**src/rtl/gray_tracker_pkg.sv**
```systemverilog
// Shared types and helpers for the Gray-code tracker.
package gray_tracker_pkg;

    localparam int unsigned GRAY_W = 3;

    typedef enum logic [1:0] {
        StSync  = 2'd0,
        StTrack = 2'd1,
        StFault = 2'd2
    } state_e;

    // Gray to binary: each binary bit is the XOR of all Gray bits at or above it.
    function automatic logic [GRAY_W-1:0] gray2bin_f(input logic [GRAY_W-1:0] g);
        logic [GRAY_W-1:0] b;
        b[2] = g[2];
        b[1] = g[2] ^ g[1];
        b[0] = b[1] ^ g[0];
        return b;
    endfunction

endpackage

```
**src/rtl/gray_tracker_if.sv**
```systemverilog
// Bus between the upstream Gray counter / status logic and the tracker.
interface gray_tracker_if #(
    parameter int unsigned WRAP_W = 8
);
    import gray_tracker_pkg::*;

    logic                  Clear;
    logic [GRAY_W-1:0]     GrayIn;
    logic                  OverflowIn;
    logic [GRAY_W-1:0]     Bin;
    logic [WRAP_W+2:0]     Count;
    logic                  WrapPulse;
    logic                  StepErr;
    logic                  Fault;
    logic                  Locked;
    logic                  Sat;

    // Upstream side: drives the counter value and clear, observes status.
    modport master (
        output Clear, GrayIn, OverflowIn,
        input  Bin, Count, WrapPulse, StepErr, Fault, Locked, Sat
    );

    // Tracker side.
    modport slave (
        input  Clear, GrayIn, OverflowIn,
        output Bin, Count, WrapPulse, StepErr, Fault, Locked, Sat
    );

endinterface

```
**src/rtl/gray_tracker_gray2bin.sv**
```systemverilog
// 3-bit combinational Gray-to-binary decoder.
module gray_tracker_gray2bin
    import gray_tracker_pkg::*;
(
    input  logic [GRAY_W-1:0] gray_i,
    output logic [GRAY_W-1:0] bin_o
);

    // Pure decode, no state.
    always_comb begin
        bin_o = gray2bin_f(gray_i);
    end

endmodule

```
**src/rtl/gray_tracker.sv**
```systemverilog
// Tracks an upstream 3-bit Gray counter: checks single forward steps,
// extends the count with a saturating wrap counter, flags faults.
module gray_tracker
    import gray_tracker_pkg::*;
#(
    parameter int unsigned WRAP_W = 8
) (
    input  logic           Clk,
    input  logic           Reset,
    gray_tracker_if.slave  bus
);

    state_e              state_q, state_d;
    // bin_q doubles as prev_bin: both only change on an accepted sample.
    logic [GRAY_W-1:0]   bin_q, bin_d;
    logic                prev_ovf_q, prev_ovf_d;
    logic [WRAP_W-1:0]   wraps_q, wraps_d;
    logic                wrap_pulse_q, wrap_pulse_d;
    logic                step_err_q, step_err_d;
    logic                fault_q, fault_d;
    logic                locked_q, locked_d;
    logic                sat_q, sat_d;

    logic [GRAY_W-1:0]   dec;
    logic [GRAY_W-1:0]   delta;
    logic                is_wrap;
    logic                bad_step;
    logic                bad_ovf;

    gray_tracker_gray2bin u_gray2bin (
        .gray_i (bus.GrayIn),
        .bin_o  (dec)
    );

    // Step classification against the last accepted value.
    always_comb begin
        delta    = dec - bin_q;
        is_wrap  = (delta == 3'd1) && (bin_q == 3'd7);
        bad_step = (delta >= 3'd2);
        // A wrap needs overflow high afterwards; otherwise overflow must not move.
        bad_ovf  = is_wrap ? !bus.OverflowIn : (bus.OverflowIn != prev_ovf_q);
    end

    // Next-state, checks and wrap counter.
    always_comb begin
        state_d      = state_q;
        bin_d        = bin_q;
        prev_ovf_d   = prev_ovf_q;
        wraps_d      = wraps_q;
        wrap_pulse_d = 1'b0;
        step_err_d   = 1'b0;
        fault_d      = fault_q;
        sat_d        = sat_q;

        unique case (state_q)
            StSync: begin
                bin_d      = dec;
                prev_ovf_d = bus.OverflowIn;
                state_d    = StTrack;
            end
            StTrack: begin
                if (bad_step || bad_ovf) begin
                    step_err_d = 1'b1;
                    fault_d    = 1'b1;
                    state_d    = StFault;
                end else begin
                    bin_d      = dec;
                    prev_ovf_d = bus.OverflowIn;
                    if (is_wrap) begin
                        wrap_pulse_d = 1'b1;
                        wraps_d      = (&wraps_q) ? wraps_q : wraps_q + 1'b1;
                        if (&wraps_d) begin
                            sat_d = 1'b1;
                        end
                    end
                end
            end
            StFault: begin
                if (bus.Clear) begin
                    fault_d = 1'b0;
                    state_d = StSync;
                end
            end
            default: state_d = StSync;
        endcase

        locked_d = (state_d == StTrack);
    end

    // State register with synchronous reset.
    always_ff @(posedge Clk) begin
        if (Reset) begin
            state_q      <= StSync;
            bin_q        <= '0;
            prev_ovf_q   <= 1'b0;
            wraps_q      <= '0;
            wrap_pulse_q <= 1'b0;
            step_err_q   <= 1'b0;
            fault_q      <= 1'b0;
            locked_q     <= 1'b0;
            sat_q        <= 1'b0;
        end else begin
            state_q      <= state_d;
            bin_q        <= bin_d;
            prev_ovf_q   <= prev_ovf_d;
            wraps_q      <= wraps_d;
            wrap_pulse_q <= wrap_pulse_d;
            step_err_q   <= step_err_d;
            fault_q      <= fault_d;
            locked_q     <= locked_d;
            sat_q        <= sat_d;
        end
    end

    assign bus.Bin       = bin_q;
    assign bus.Count     = {wraps_q, bin_q};
    assign bus.WrapPulse = wrap_pulse_q;
    assign bus.StepErr   = step_err_q;
    assign bus.Fault     = fault_q;
    assign bus.Locked    = locked_q;
    assign bus.Sat       = sat_q;

endmodule

```
**src/flat_wrapper.sv**
```systemverilog
// flat-port wrapper written by rule: the top's interface ports become plain ports
module gray_tracker_flat import gray_tracker_pkg::*;
#(
    parameter int unsigned WRAP_W = 8
)
  (Clk, Reset, bus_Clear, bus_GrayIn, bus_OverflowIn, bus_Bin, bus_Count, bus_WrapPulse, bus_StepErr, bus_Fault, bus_Locked, bus_Sat);
  gray_tracker_if #(.WRAP_W(WRAP_W)) bus_i ();
  input  logic Clk;
  input  logic Reset;
  input wire logic [$bits(bus_i.Clear)-1:0] bus_Clear;
  input wire logic [$bits(bus_i.GrayIn)-1:0] bus_GrayIn;
  input wire logic [$bits(bus_i.OverflowIn)-1:0] bus_OverflowIn;
  output wire logic [$bits(bus_i.Bin)-1:0] bus_Bin;
  output wire logic [$bits(bus_i.Count)-1:0] bus_Count;
  output wire logic [$bits(bus_i.WrapPulse)-1:0] bus_WrapPulse;
  output wire logic [$bits(bus_i.StepErr)-1:0] bus_StepErr;
  output wire logic [$bits(bus_i.Fault)-1:0] bus_Fault;
  output wire logic [$bits(bus_i.Locked)-1:0] bus_Locked;
  output wire logic [$bits(bus_i.Sat)-1:0] bus_Sat;
  assign bus_i.Clear = bus_Clear;
  assign bus_i.GrayIn = bus_GrayIn;
  assign bus_i.OverflowIn = bus_OverflowIn;
  assign bus_Bin = bus_i.Bin;
  assign bus_Count = bus_i.Count;
  assign bus_WrapPulse = bus_i.WrapPulse;
  assign bus_StepErr = bus_i.StepErr;
  assign bus_Fault = bus_i.Fault;
  assign bus_Locked = bus_i.Locked;
  assign bus_Sat = bus_i.Sat;
  gray_tracker #(.WRAP_W(WRAP_W)) u_core (.Clk(Clk), .Reset(Reset), .bus(bus_i));
endmodule
```
**config.mk**
```make
export PLATFORM = sky130hd
export DESIGN_NAME = gray_tracker_flat
export DESIGN_NICKNAME = d
export VERILOG_FILES = /design/src/rtl/gray_tracker_pkg.sv /design/src/rtl/gray_tracker_if.sv /design/src/rtl/gray_tracker_gray2bin.sv /design/src/rtl/gray_tracker.sv /design/src/flat_wrapper.sv
export SDC_FILE = /design/constraint.sdc
export NUM_CORES = 1
export LEC_CHECK = 0
export CAP_MARGIN = 20
export CORE_ASPECT_RATIO = 1.25
export CORE_MARGIN = 2
export CORE_UTILIZATION = 43
export DETAILED_ROUTE_END_ITERATION = 10
export GPL_TIMING_DRIVEN = 0
export PLACE_DENSITY = 0.85
export SETUP_SLACK_MARGIN = 0.4
export SKIP_LAST_GASP = 1
export SLEW_MARGIN = 15
export SYNTH_ARGS = -nofsm -noshare
export SYNTH_HDL_FRONTEND = slang
export SYNTH_HIERARCHICAL = 1
export SYNTH_SLANG_ARGS = --single-unit
```
**constraint.sdc**
```tcl
create_clock -name Clk -period 2.26 [get_ports Clk]
set_input_delay 0.339 -clock Clk [delete_from_list [all_inputs] [get_ports Clk]]
set_output_delay 0.339 -clock Clk [all_outputs]
set_load 0.02 [all_outputs]
```
==> impl_metrics.ini, run 1 <==
[outcome]
outcome = finished clean

[global_routing]
grt_use_total_pct = 18.6
overflow = 0
grt_pass1_vias = 924
grt_pass1_wl_microns = 3740
antenna_found_initial = 0
grt_max_degree = 12

[detailed_routing]
antenna_left = 0
drt_pass1_iterations = 4
vias = 934
detail_route.wl_per_cell_microns = 13.4
drt_iter0_markers = 14
post-route-drc-count = 0
vias_per_cell = 5.34
wirelength_microns = 2350

[synth]
synthCells = 112
synth_nets = 122
ys.flop_type = dfxtp_1
synth_edf_count = 0
synth-compound-area-share_pct = 9.33
avgSynthCellArea_sq_um = 9.10
async_flop_share_pct = 0
ys_seq_elements = 19
synth-simple-area-share_pct = 29.7
synth-xor-area-share_pct = 8.10
ys_types = 38
ys_seq_area_share_pct = 37.3
ys_warn_count = 6
synth_mux_area_share_pct = 6.01
synth_top_family_by_area = simple AND/OR/NAND/NOR gates
synth_area_sq_um = 1020
synthAdderAreaFrac_pct = 4.42

[pwr]
peakVddDrop_v = 0.000452
powerDensity_nw_per_um2 = 586
power.leakage_uw = 0.000551
power_uw = 850

[floorplanning]
dieWidth_microns = 47.6
design.core.area_sq_um = 2230
die_y_microns = 58.4
rows = 19
io-pin-count = 26
dieArea_sq_um = 2780
start_util_pct = 45.6

[clock_tree]
clk_pin_slew_worst_paths_ns = 0.11
clock_path_buffers = 2
cts_tree = built
cts_made_buffers = 3
htree_levels = 1
root_buffer = clkbuf_4
clk_latency_ns = 0.29
clock_sinks = 19

[layout]
syn2layout_area_growth_pct = 42.3
final_util_pct = 64.9
diodes = 0
drive_above_1_share_pct = 25.0
fin_nets = 155

[timing]
final-max-slew-violation-count = 0
max_slew.worst_pin.slew_ns = 0.522
slew_headroom_pct = 65.0
fin_crit_ns = 2.14
period_share_pct = 94.7
rsz0062_at_grt = true
fin_worst_skew_ns = 0.00499
finalSetupViolations = 0
hold_violations = 0
fmax_ghz = 0.467

[placed_design]
io_buffer_count = 25
hpwl_microns = 1670
gp_congestion = 0.909

[worst_setup_path]
required_ns = 2.46
cp-start-kind = primary input
worst_ep_arrival_time_ns = 2.34
cp-end-kind = flip-flop
critical_path_class = in2reg
worstPathMaxFanout = 4

[min_path]
hold_path.class = in2reg

[run]
max-cap-violations = 0
## routing by layer
metal / track usage, % / share of wire, %
met5: 0 / 0
met4: 8.88 / 2.0
met1: 19.4 / 40
met2: 31.9 / 54
met3: 6.44 / 4.0
## where the power goes
part           leakage [uW]  switching, uW  internal (uW)
clock             0.0000177            104           65.8
sequential         0.000155           31.1            364
combinational      0.000377            131            154
total              0.000551            266            584
## metrics by stage
| stage | hold slack, ns | cell area, sq um | instances | setup WS, ns | setup TNS, ns |
|---|---|---|---|---|---|
| after floorplan | 0.408 | 1040 | 112 | 0.0580 | 0 |
| after global placement | 0.444 | 1330 | 168 | -0.537 | -7.70 |
| after detailed placement | 0.454 | 1330 | 168 | -0.578 | -8.25 |
| after CTS | 0.399 | 1390 | 175 | 0.148 | 0 |
| after global routing | 0.389 | 1450 | 175 | 0.0846 | 0 |
| final | 0.409 | 1450 | 175 | 0.119 | 0 |
## cell usage in the layout (no fill, tap or decap), types with 2 or more instances in the layout
master	n
dfxtp_1	18
a21oi_1	3
o21ai_0	2
nor2_1	9
nor2_4	3
xnor2_1	2
nand3b_1	3
inv_1	4
nor3_2	3
buf_4	6
nand3_1	4
clkbuf_4	3
nor3_1	3
buf_6	2
and2_1	2
nand2_1	13
and3b_1	2
mux2i_1	5
nand4_1	2
clkdlybuf4s50_1	22
## sequential cells by signal, indices dropped and copies added, names as in the netlist
name	cells
u_core/wraps_q	8
u_core/bus.Fault	1
u_core/bus.Sat	1
u_core/prev_ovf_q	1
u_core/bus.StepErr	1
u_core/bus.Bin	3
u_core/state_q	2
u_core/bus.Locked	1
u_core/bus.WrapPulse	1
## path summary, 6_finish.rpt
| kind | from | cells past startpoint | slack [ns] | endpoint |
|---|---|---|---|---|
| hold reg to reg | u_core/bus.Fault$_SDFFE_PP0P_ | 2 | 0.46 | u_core/bus.Fault$_SDFFE_PP0P_ |
| setup reg to reg | u_core/bus.Bin[0]$_SDFFE_PP0P_ | 7 | 0.29 | u_core/wraps_q[6]$_SDFFE_PP0P_ |
| hold / removal | bus_GrayIn[2] | 4 | 0.41 | u_core/bus.Bin[1]$_SDFFE_PP0P_ |
| setup / recovery | bus_GrayIn[0] | 10 | 0.12 | u_core/wraps_q[6]$_SDFFE_PP0P_ |
## Yosys cell counts (all sizes together), types with 2 or more instances
library cell	number	area share [%]
xnor2	3	2.6
nor2	12	4.4
nor3	6	2.9
nand3	4	2.0
and2	3	2.0
and3b	2	1.7
and3	2	1.2
dfxtp	19	37
inv	4	1.5
buf	4	2.9
ha	2	2.5
nand2	14	5.2
o21ai	4	2.3
nand4	3	3.3
nand3b	3	2.2
a21oi	5	2.8
mux2i	5	4.9
## what timing repair did
item,CTS,global route
resized for setup,14,14
hold buffers,0,0
pin swaps,7,7
endpoints found under the setup margin,19,20
gates cloned,0,0
setup buffers,3,0
endpoints found under the hold margin,0,0
## layout make-up
type                    count  area, sq um
fillers                   218          783
flip-flops and latches     19          382
plain buffers               5         33.8
repair buffers             28          273
clock buffers               3         22.5
multi-input cells          83          678
clock inverters             1         5.00
well taps                  31         38.8
inverters                   5         18.8
## logic make-up (layout without fill, tap and decap cells)
| group | count (synthesis) | after routing |
|---|---|---|
| AND/OR/NAND/NOR | 54 | 54 |
| flip-flops | 19 | 19 |
| AO/OA/AOI/OAI | 14 | 14 |
| buffers and inverters | 10 | 42 |
| XOR/XNOR | 6 | 6 |
| multiplexers | 6 | 6 |
| adder cells (fa/ha/maj) | 3 | 3 |
## critical path, cell delays in order
cell	delay [ns]
buf_6	0.09
xor3_1	0.37
inv_1	0.05
ha_2	0.17
fa_2	0.34
xnor3_2	0.27
nand4_1	0.23
nor3_2	0.25
nand3b_1	0.10
o211a_1	0.13
No activity file was read; power rests on OpenSTA's default activity.
==> inputs of run 2 (changes only) <==
==> constraint.sdc (replaced) <==
create_clock -name Clk -period 1.8 [get_ports Clk]
set_input_delay 0.27 -clock Clk [delete_from_list [all_inputs] [get_ports Clk]]
set_output_delay 0.27 -clock Clk [all_outputs]
set_load 0.02 [all_outputs]
==> impl_metrics.ini, run 2 (synthesized netlist as in run 1, its figures left out) <==
[global_routing]
grt_max_degree = 12
grt_pass1_wl_microns = 3960
grt_pass1_vias = 933
grtUsageMet1_pct = 19.4
grt_use_total_pct = 19.7
antenna_found_initial = 0
overflow = 0
grt.met3_usage_pct = 3.99
grt.busiest_layer = met2
grt.met2_usage_pct = 36.9

[clock_tree]
clock_path_buffers = 2
clk_pin_slew_worst_paths_ns = 0.10
cts_tree = built
clk_latency_ns = 0.28
htree_levels = 1
clock_sinks = 19
ctsHoldBuffers = 0
cts_made_buffers = 3
root_buffer = clkbuf_4

[timing]
fmax_ghz = 0.481
final-max-slew-violation-count = 0
rsz0062_at_grt = true
holdWs_ns = 0.270
period_share_pct = 116
fin_crit_ns = 2.08
finalSetupViolations = 19
slew_headroom_pct = 66.2
hold_violations = 0
fin_worst_skew_ns = 0.00202
max_slew.worst_pin.slew_ns = 0.504
setup_ws_ns = -0.281

[floorplanning]
die_y_microns = 58.4
start_util_pct = 45.6
dieWidth_microns = 47.6
rows = 19
design.core.area_sq_um = 2230
io-pin-count = 26
dieArea_sq_um = 2780

[detailed_routing]
vias_per_cell = 5.33
wirelength_microns = 2480
post-route-drc-count = 0
drt_pass1_iterations = 4
detail_route.wl_per_cell_microns = 13.9
antenna_left = 0
drt_iter0_markers = 17
vias = 954

[pwr]
p_switching_uw = 333
pwr-share-clk_pct = 19.2
power.leakage_uw = 0.000632
internal_power_uw = 731
swShare_pct = 31.3
peakVddDrop_v = 0.000423
powerDensity_nw_per_um2 = 737
power_uw = 1060
seqPwrFrac_pct = 46.7
power_frac_comb_pct = 34.1

[layout]
largest_reg_flops = 8
largest-register = u_core/wraps_q
drive_above_1_share_pct = 29.7
fin_nets = 159
final_cell_mix = dfxtp_1, nand2_1, dlygate4sd2_1, nor2_1, buf_4
syn2layout_area_growth_pct = 41.6
diodes = 0
stdcell_count = 179
final_common_cell = dfxtp_1
final_util_pct = 64.6

[worst_setup_path]
worst_ep_arrival_time_ns = 2.32
max_stage_delay_ns = 0.58
required_ns = 2.04
worstPathMaxFanout = 4
crit_family = adder cells
slowest_stage = fa_2
critical_path_class = in2reg
crit_buf_inv = 3
crit_path_cell_trace = buf_6 > xor3_1 > inv_1 > ha_2 > fa_2 > nand4_1 > buf_4 > and3b_1 > a22o_1
cp-start-kind = primary input
cp-end-kind = flip-flop

[run]
max-cap-violations = 0

[outcome]
violations = negative setup slack
outcome = finished with violations

[placed_design]
hpwl_microns = 1650
gp_congestion = 0.935
place_inst = 168
io_buffer_count = 25
pre_cts_slack_ns = -1.00

[min_path]
hold_path.class = in2reg
==> run 2: worst paths after layout <==
| path | startpoint | end | slack (ns) | cells after the start |
|---|---|---|---|---|
| worst max-delay path | bus_GrayIn[1] | u_core/bus.Sat$_SDFFE_PP0P_ | -0.28 | 9 |
| worst max register to register | u_core/bus.Bin[0]$_SDFFE_PP0P_ | u_core/bus.Sat$_SDFFE_PP0P_ | -0.16 | 6 |
| worst min-delay path | bus_GrayIn[1] | u_core/bus.Bin[1]$_SDFFE_PP0P_ | 0.27 | 4 |
| worst min register to register | u_core/bus.Fault$_SDFFE_PP0P_ | u_core/bus.Fault$_SDFFE_PP0P_ | 0.46 | 2 |
==> run 2: layer usage <==
metal | share of wire [%] | vias up
li1 | - | 459
met1 | 38 | 454
met2 | 56 | 31
met3 | 3.8 | 10
met4 | 2.7 | 0
met5 | 0 | -
==> run 2: worst min-delay path, cell delays in order <==
cell	delay (ns)
buf_6	0.07
xor2_1	0.07
nand2_1	0.06
mux2i_1	0.05
==> run 2: power by group through the flow <==
stage | combinational, uW | sequential (uW) | clock [uW]
after floorplan | 193 | 526 | 0
after global placement | 326 | 498 | 0
after detailed placement | 337 | 503 | 0
after CTS | 350 | 496 | 212
after global routing | 394 | 503 | 229
final | 363 | 496 | 204
==> run 2: cell type report <==
cell class | instances | area [sq um]
Sequential cell | 19 | 383
Multi-Input combinational cell | 83 | 661
Buffer | 5 | 33.8
Clock inverter | 1 | 5.00
Tap cell | 31 | 38.8
Clock buffer | 3 | 22.5
Timing Repair Buffer | 32 | 282
Fill cell | 216 | 791
Inverter | 5 | 18.8
==> run 2: what timing repair did <==
action	CTS	global route
buffers inserted	5	2
cloned	0	0
gates resized for setup	42	14
pin swaps	11	10
endpoints found under the setup margin	38	26
==> run 2: per-stage QoR <==
step	cell area, sq um	setup TNS [ns]
finish	1440	-3.69
global route	1440	-5.44
CTS	1410	-3.49
detailed placement	1330	-15.94
global placement	1330	-15.09
floorplan	1040	-4.29
